## src/rtl/regfile_2w2r_if.sv

```systemverilog
// Bundle of the register-file write, read and status signals.
// The datapath side uses the master modport; the register file uses slave.
interface regfile_2w2r_if #(
    parameter int unsigned WIDTH     = 8,
    parameter int unsigned ADDR_BITS = 2
);

    // Write port 0 (bit-masked)
    logic                 we0;
    logic [ADDR_BITS-1:0] waddr0;
    logic [WIDTH-1:0]     wdata0;
    logic [WIDTH-1:0]     wmask0;

    // Write port 1 (full width)
    logic                 we1;
    logic [ADDR_BITS-1:0] waddr1;
    logic [WIDTH-1:0]     wdata1;

    // Read ports
    logic [ADDR_BITS-1:0] raddr_a;
    logic [ADDR_BITS-1:0] raddr_b;
    logic [WIDTH-1:0]     rdata_a;
    logic [WIDTH-1:0]     rdata_b;

    // Registered status
    logic                 collision;
    logic                 oob_err;

    modport master (
        output we0,
        output waddr0,
        output wdata0,
        output wmask0,
        output we1,
        output waddr1,
        output wdata1,
        output raddr_a,
        output raddr_b,
        input  rdata_a,
        input  rdata_b,
        input  collision,
        input  oob_err
    );

    modport slave (
        input  we0,
        input  waddr0,
        input  wdata0,
        input  wmask0,
        input  we1,
        input  waddr1,
        input  wdata1,
        input  raddr_a,
        input  raddr_b,
        output rdata_a,
        output rdata_b,
        output collision,
        output oob_err
    );

endinterface

```

## src/rtl/regfile_2w2r.sv

```systemverilog
// Two-write, two-read edge-triggered register file.
// Port 0 writes under a per-bit mask (so the flags register can share the
// array with A/X/Y/S); port 1 writes full width. Reads are combinational,
// with an optional bypass of this cycle's writes.
module regfile_2w2r #(
    parameter int unsigned       WIDTH       = 8,
    parameter int unsigned       ADDR_BITS   = 2,
    parameter int unsigned       DEPTH       = 4,
    parameter bit                BYPASS      = 1'b1,
    parameter logic [WIDTH-1:0]  RESET_VALUE = '0
) (
    input  logic           clk,
    input  logic           reset,
    regfile_2w2r_if.slave  bus
);

    // Depth widened by one bit so the in-range compare never overflows.
    localparam logic [ADDR_BITS:0] LP_DEPTH = (ADDR_BITS + 1)'(DEPTH);

    logic [WIDTH-1:0] r_mem  [DEPTH];
    logic [WIDTH-1:0] w_next [DEPTH];
    logic [WIDTH-1:0] w_view [DEPTH];

    logic w_in0;
    logic w_in1;
    logic w_in_a;
    logic w_in_b;
    logic w_wen0;
    logic w_wen1;
    logic w_collision;
    logic w_oob;
    logic r_collision;
    logic r_oob_err;

    logic [WIDTH-1:0] w_rdata_a;
    logic [WIDTH-1:0] w_rdata_b;

    // Address range decode for every port.
    always_comb begin
        w_in0  = ({1'b0, bus.waddr0}  < LP_DEPTH);
        w_in1  = ({1'b0, bus.waddr1}  < LP_DEPTH);
        w_in_a = ({1'b0, bus.raddr_a} < LP_DEPTH);
        w_in_b = ({1'b0, bus.raddr_b} < LP_DEPTH);
    end

    // Effective write enables; reset suppresses writes so the bypass view
    // matches the array contents while reset is held.
    always_comb begin
        w_wen0 = bus.we0 & w_in0 & ~reset;
        w_wen1 = bus.we1 & w_in1 & ~reset;
    end

    // Post-edge value of every entry. Port 1 is applied first and port 0's
    // masked merge on top, so on a shared entry port 0 wins where wmask0=1.
    always_comb begin
        for (int i = 0; i < int'(DEPTH); i++) begin
            w_next[i] = r_mem[i];
            if (w_wen1 && (bus.waddr1 == ADDR_BITS'(i))) begin
                w_next[i] = bus.wdata1;
            end
            if (w_wen0 && (bus.waddr0 == ADDR_BITS'(i))) begin
                w_next[i] = (w_next[i] & ~bus.wmask0) | (bus.wdata0 & bus.wmask0);
            end
        end
    end

    // Read source per entry: next value when bypassing, stored value otherwise.
    always_comb begin
        for (int i = 0; i < int'(DEPTH); i++) begin
            w_view[i] = BYPASS ? w_next[i] : r_mem[i];
        end
    end

    // Read mux A; out-of-range addresses match no entry and return zero.
    always_comb begin
        w_rdata_a = '0;
        for (int i = 0; i < int'(DEPTH); i++) begin
            if (bus.raddr_a == ADDR_BITS'(i)) begin
                w_rdata_a = w_view[i];
            end
        end
    end

    // Read mux B; same structure as A.
    always_comb begin
        w_rdata_b = '0;
        for (int i = 0; i < int'(DEPTH); i++) begin
            if (bus.raddr_b == ADDR_BITS'(i)) begin
                w_rdata_b = w_view[i];
            end
        end
    end

    // Next-cycle status flags.
    always_comb begin
        w_collision = w_wen0 & w_wen1 & (bus.waddr0 == bus.waddr1);
        w_oob       = (bus.we0 & ~w_in0) | (bus.we1 & ~w_in1) | ~w_in_a | ~w_in_b;
    end

    // Storage array with asynchronous reset to RESET_VALUE.
    always_ff @(posedge clk or posedge reset) begin
        if (reset) begin
            for (int i = 0; i < int'(DEPTH); i++) begin
                r_mem[i] <= RESET_VALUE;
            end
        end else begin
            for (int i = 0; i < int'(DEPTH); i++) begin
                r_mem[i] <= w_next[i];
            end
        end
    end

    // Status flops, one-cycle delayed views of collision and out-of-range use.
    always_ff @(posedge clk or posedge reset) begin
        if (reset) begin
            r_collision <= 1'b0;
            r_oob_err   <= 1'b0;
        end else begin
            r_collision <= w_collision;
            r_oob_err   <= w_oob;
        end
    end

    assign bus.rdata_a   = w_rdata_a;
    assign bus.rdata_b   = w_rdata_b;
    assign bus.collision = r_collision;
    assign bus.oob_err   = r_oob_err;

endmodule

```

## src/flat_wrapper.sv

```systemverilog
// flat-port wrapper written by rule: the top's interface ports become plain ports
module regfile_2w2r_flat 
#(
    parameter int unsigned       WIDTH       = 8,
    parameter int unsigned       ADDR_BITS   = 2,
    parameter int unsigned       DEPTH       = 4,
    parameter bit                BYPASS      = 1'b1,
    parameter logic [WIDTH-1:0]  RESET_VALUE = '0
)
  (clk, reset, bus_we0, bus_waddr0, bus_wdata0, bus_wmask0, bus_we1, bus_waddr1, bus_wdata1, bus_raddr_a, bus_raddr_b, bus_rdata_a, bus_rdata_b, bus_collision, bus_oob_err);
  regfile_2w2r_if #(.WIDTH(WIDTH), .ADDR_BITS(ADDR_BITS)) bus_i ();
  input  logic clk;
  input  logic reset;
  input wire logic [$bits(bus_i.we0)-1:0] bus_we0;
  input wire logic [$bits(bus_i.waddr0)-1:0] bus_waddr0;
  input wire logic [$bits(bus_i.wdata0)-1:0] bus_wdata0;
  input wire logic [$bits(bus_i.wmask0)-1:0] bus_wmask0;
  input wire logic [$bits(bus_i.we1)-1:0] bus_we1;
  input wire logic [$bits(bus_i.waddr1)-1:0] bus_waddr1;
  input wire logic [$bits(bus_i.wdata1)-1:0] bus_wdata1;
  input wire logic [$bits(bus_i.raddr_a)-1:0] bus_raddr_a;
  input wire logic [$bits(bus_i.raddr_b)-1:0] bus_raddr_b;
  output wire logic [$bits(bus_i.rdata_a)-1:0] bus_rdata_a;
  output wire logic [$bits(bus_i.rdata_b)-1:0] bus_rdata_b;
  output wire logic [$bits(bus_i.collision)-1:0] bus_collision;
  output wire logic [$bits(bus_i.oob_err)-1:0] bus_oob_err;
  assign bus_i.we0 = bus_we0;
  assign bus_i.waddr0 = bus_waddr0;
  assign bus_i.wdata0 = bus_wdata0;
  assign bus_i.wmask0 = bus_wmask0;
  assign bus_i.we1 = bus_we1;
  assign bus_i.waddr1 = bus_waddr1;
  assign bus_i.wdata1 = bus_wdata1;
  assign bus_i.raddr_a = bus_raddr_a;
  assign bus_i.raddr_b = bus_raddr_b;
  assign bus_rdata_a = bus_i.rdata_a;
  assign bus_rdata_b = bus_i.rdata_b;
  assign bus_collision = bus_i.collision;
  assign bus_oob_err = bus_i.oob_err;
  regfile_2w2r #(.WIDTH(WIDTH), .ADDR_BITS(ADDR_BITS), .DEPTH(DEPTH), .BYPASS(BYPASS), .RESET_VALUE(RESET_VALUE)) u_core (.clk(clk), .reset(reset), .bus(bus_i));
endmodule
```

## config.mk

```make
export PLATFORM = sky130hd
export DESIGN_NAME = regfile_2w2r_flat
export DESIGN_NICKNAME = d
export VERILOG_FILES = /design/src/rtl/regfile_2w2r_if.sv /design/src/rtl/regfile_2w2r.sv /design/src/flat_wrapper.sv
export SDC_FILE = /design/constraint.sdc
export NUM_CORES = 1
export LEC_CHECK = 0
export ABC_AREA = 1
export CAP_MARGIN = 0
export CORE_AREA = 3 3 76 78
export CTS_BUF_LIST = sky130_fd_sc_hd__clkbuf_4
export DETAILED_ROUTE_END_ITERATION = 16
export DIE_AREA = 0 0 79 81
export GPL_ROUTABILITY_DRIVEN = 0
export PLACE_DENSITY = 0.77
export SLEW_MARGIN = 0
export SYNTH_ARGS = -nofsm -noshare
export SYNTH_HDL_FRONTEND = slang
export SYNTH_SLANG_ARGS = --single-unit
```

## constraint.sdc

```tcl
create_clock -name clk -period 3.6 [get_ports clk]
set_input_delay 0.54 -clock clk [delete_from_list [all_inputs] [get_ports clk]]
set_output_delay 0.54 -clock clk [all_outputs]
set_load 0.02 [all_outputs]
```

==> metrics.md, run 1 <==
| Metric | Value |
|---|---|
| Status | completed |
| Post-route insts no fill | 555 |
| Syn-to-layout area delta | 29.9% |
| M1 GR Usage | 38.2% |
| Hold Vio Cnt, Final | 0 |
| Critical Path, Cell by Cell | clkdlybuf4s50_1 > inv_2 > nor2_4 > nand3_1 > nand3_1 > nand3_1 > nand4_1 > clkdlybuf4s50_1 |
| Htree depth | 2 |
| Setup_tns | 0 ns |
| Layer with the highest usage | met2 |
| # DRC | 0 |
| Cell Rows | 26 |
| Top cell type's share of synthesized area | 32.4% |
| Final period utilization | 92.6% |
| Avg Inst Size Synth | 6.12 sq um |
| Max-slew headroom | 66.6% |
| Hold_buf cts | 0 |
| Final setup vio count | 0 |
| First-pass GRT wire length | 13800 um |
| Crit path top cell by count | nand3_1 |
| CP endpoint kind | output port |
| Worst Tran Pin Value | 0.500 ns |
| Crit path DAT | 2.79 ns |
| Global route overflow | 0 |
| Post-Synthesis Cells | 416 |
| PostCTS Resize Cnt | 0 |
| F_max | 300 MHz |
| CP required | 3.06 ns |
| GR Layer Usage met3 | 6.43% |
| CORE AREA | 5140 sq um |
| Initial core utilization | 49.5% |
| Critical path type | in2out |
| Nets | 521 |
| IO buf count | 52 |
| ANT nets after route | 0 |
| Die Area | 6400 sq um |
| Largest net degree at the start of global routing | 34 |
| Power per cell area | 364 nW/um^2 |
| Skew final | 0 ns |
| Syn_nets | 452 |
| CTS sink count | 33 |
| Crit path max-delay cell type | clkdlybuf4s50_1 |
| HP Class | reg2reg |
| Synth area leaders | dfrtp_1 (32%), nand2_1 (25%), nand3_1 (19%) |
| CP max FO | 16 |
| Total wire length | 8510 um |
| Seq cells post-synth | 33 |
| Clock root buffer | clkbuf_4 |
| Met2 usage | 43.0% |
| Total CTS buffers | 5 |
| Drt first pass iters | 5 |
| Routed len/inst | 15.3 um |
| DR vias | 3087 |
| Inst Count DP | 548 |
| Peak supply drop | 0.000163 V |
| Final HPWL DP | 5980 um |
| Share of layout cells above drive strength 1 | 8.25% |
| Top_reg_cell synth | dfrtp_1 |
| Vias per cell | 5.56 |
| Clock slew at reported path FFs | 0.10 ns |
| Diode count | 0 |
| Longest Clk Path Bufs | 2 |
| Setup bufs post-CTS | 0 |
| Area of the mapped netlist | 2540 sq um |
| DRT iter0 DRCs | 255 |
| RSZ-0062 raised after global routing | false |
| Max_cap viols | 0 |
| Initial antenna violation count | 0 |
| Vias in the first global route | 2841 |
| Worst hold margin | 0.592 ns |
| Slew Limit Fails | 0 |
| Startpoint Class | input port |
| Synth cell types | 21 |
| Die Ht | 81 um |
| EDFF count, synth | 0 |
| Largest stage delay on the critical path | 0.67 ns |
| Num ports | 54 |
| Leak | 1.68 nW |
| Worst-Skew Late Latency | 0.33 ns |
| Die Width | 79 um |
| Cell taking the most area after synthesis | dfrtp_1 |
| Seq/Total Area, Yosys | 32.4% |
| Period minus WS final | 3.33 ns |
| Synth warn | 0 |
| Total track usage | 27.9% |
| Synth async-reset ratio | 100% |
| CTS tree | done |
-- cell usage after synthesis, types with 2 or more instances --
master    count
nand2_1     168
buf_4         3
nor2_1        7
inv_2         2
xor2_1        2
nand3_1      96
clkbuf_1      5
and2_1        8
dfrtp_1      33
clkbuf_2      2
nor2_4        3
nand4_1      24
nor2_2        4
inv_1        52
-- sequential cells by signal, summed over array words and instances, names as in the netlist --
name                  count
u_core.bus.collision      1
u_core.r_mem             32
-- critical path, delay by kind of cell --
kind                   cells  cell delay (ns)
buffers and inverters      3             1.36
and+or+nand+nor            5             0.88
-- layout make-up --
class | count | area [sq um]
fill | 508 | 1830
multi-input combinational | 317 | 1460
sequential | 33 | 826
timing repair buffer | 73 | 678
inverter | 55 | 206
tap | 70 | 87.6
clock buffer | 6 | 45.0
clock inverter | 1 | 3.75
-- through the flow --
stage / cell area [sq um] / worst slack [ns] / util (%) / power (mW)
final: 3310 / 0.265 / 64.3 / 1.20
after global routing: 3310 / 0.0834 / 64.3 / 1.28
after detailed placement: 3260 / 0.279 / 63.4 / 0.994
after CTS: 3310 / 0.275 / 64.3 / 1.20
after floorplan: 2540 / 0.590 / - / 0.783
after global placement: 3260 / 0.330 / 63.4 / 0.984
-- cells in the final DEF, fill, tap and decap left out, drive strengths merged --
master	count
dfrtp	33
buf	21
and2	8
nand3	96
clkbuf	6
xor2	2
nor4	1
inv	54
nand4	24
nor3	2
conb	1
nor2	14
clkdlybuf4s50	52
clkinv	2
nand2	169
-- worst paths after layout --
check / startpoint / end / slack [ns] / cells past startpoint
max: bus_waddr0[1] / bus_rdata_a[5] / 0.27 / 8
min: u_core.r_mem[27] / u_core.r_mem[27] / 0.59 / 4
max reg2reg: u_core.r_mem[15] / u_core.r_mem[15] / 2.79 / 3
min reg2reg: u_core.r_mem[27] / u_core.r_mem[27] / 0.59 / 4
max in group asynchronous: reset / u_core.r_mem[18] / 2.56 / 3
min in group asynchronous: reset / u_core.r_mem[31] / 0.72 / 3
-- metal layers --
layer / share of wire, % / vias up
li1: - / 1470
met1: 43 / 1411
met2: 44 / 179
met3: 11 / 27
met4: 2.6 / 0
met5: 0 / -
-- kinds of logic after synthesis --
logic type | count (synthesis) | synth area share, %
other | 1 | 0.147
DFF | 33 | 32.4
xor gates and xnor gates | 2 | 0.688
buffers and inverters | 66 | 10.3
and+or+nand+nor | 314 | 56.4
-- power by group --
| group | switching [mW] | internal (mW) | total, mW |
|---|---|---|---|
| Clock | 0.130 | 0.0785 | 0.208 |
| Combinational | 0.310 | 0.214 | 0.524 |
| Sequential | 0.0210 | 0.449 | 0.470 |
| Total | 0.461 | 0.741 | 1.20 |
Note: power is estimated with default switching activity, not from simulation.
==> run 2: changes to the inputs <==
--- a/config.mk
+++ b/config.mk
@@ -9,6 +9,7 @@
 export CAP_MARGIN = 0
 export CORE_AREA = 3 3 76 78
 export CTS_BUF_LIST = sky130_fd_sc_hd__clkbuf_4
+export CTS_CLUSTER_SIZE = 10
 export DETAILED_ROUTE_END_ITERATION = 16
 export DIE_AREA = 0 0 79 81
 export GPL_ROUTABILITY_DRIVEN = 0
==> results of run 2 <==
The final DEF is identical to that of run 1; final timing and power are the same.
==> run 3: changes to the inputs <==
--- a/config.mk
+++ b/config.mk
@@ -6,7 +6,6 @@
 export NUM_CORES = 1
 export LEC_CHECK = 0
 export ABC_AREA = 1
-export CAP_MARGIN = 0
 export CORE_AREA = 3 3 76 78
 export CTS_BUF_LIST = sky130_fd_sc_hd__clkbuf_4
 export CTS_CLUSTER_SIZE = 10
==> results of run 3 <==
The final DEF is identical to that of run 1; final timing and power are the same.
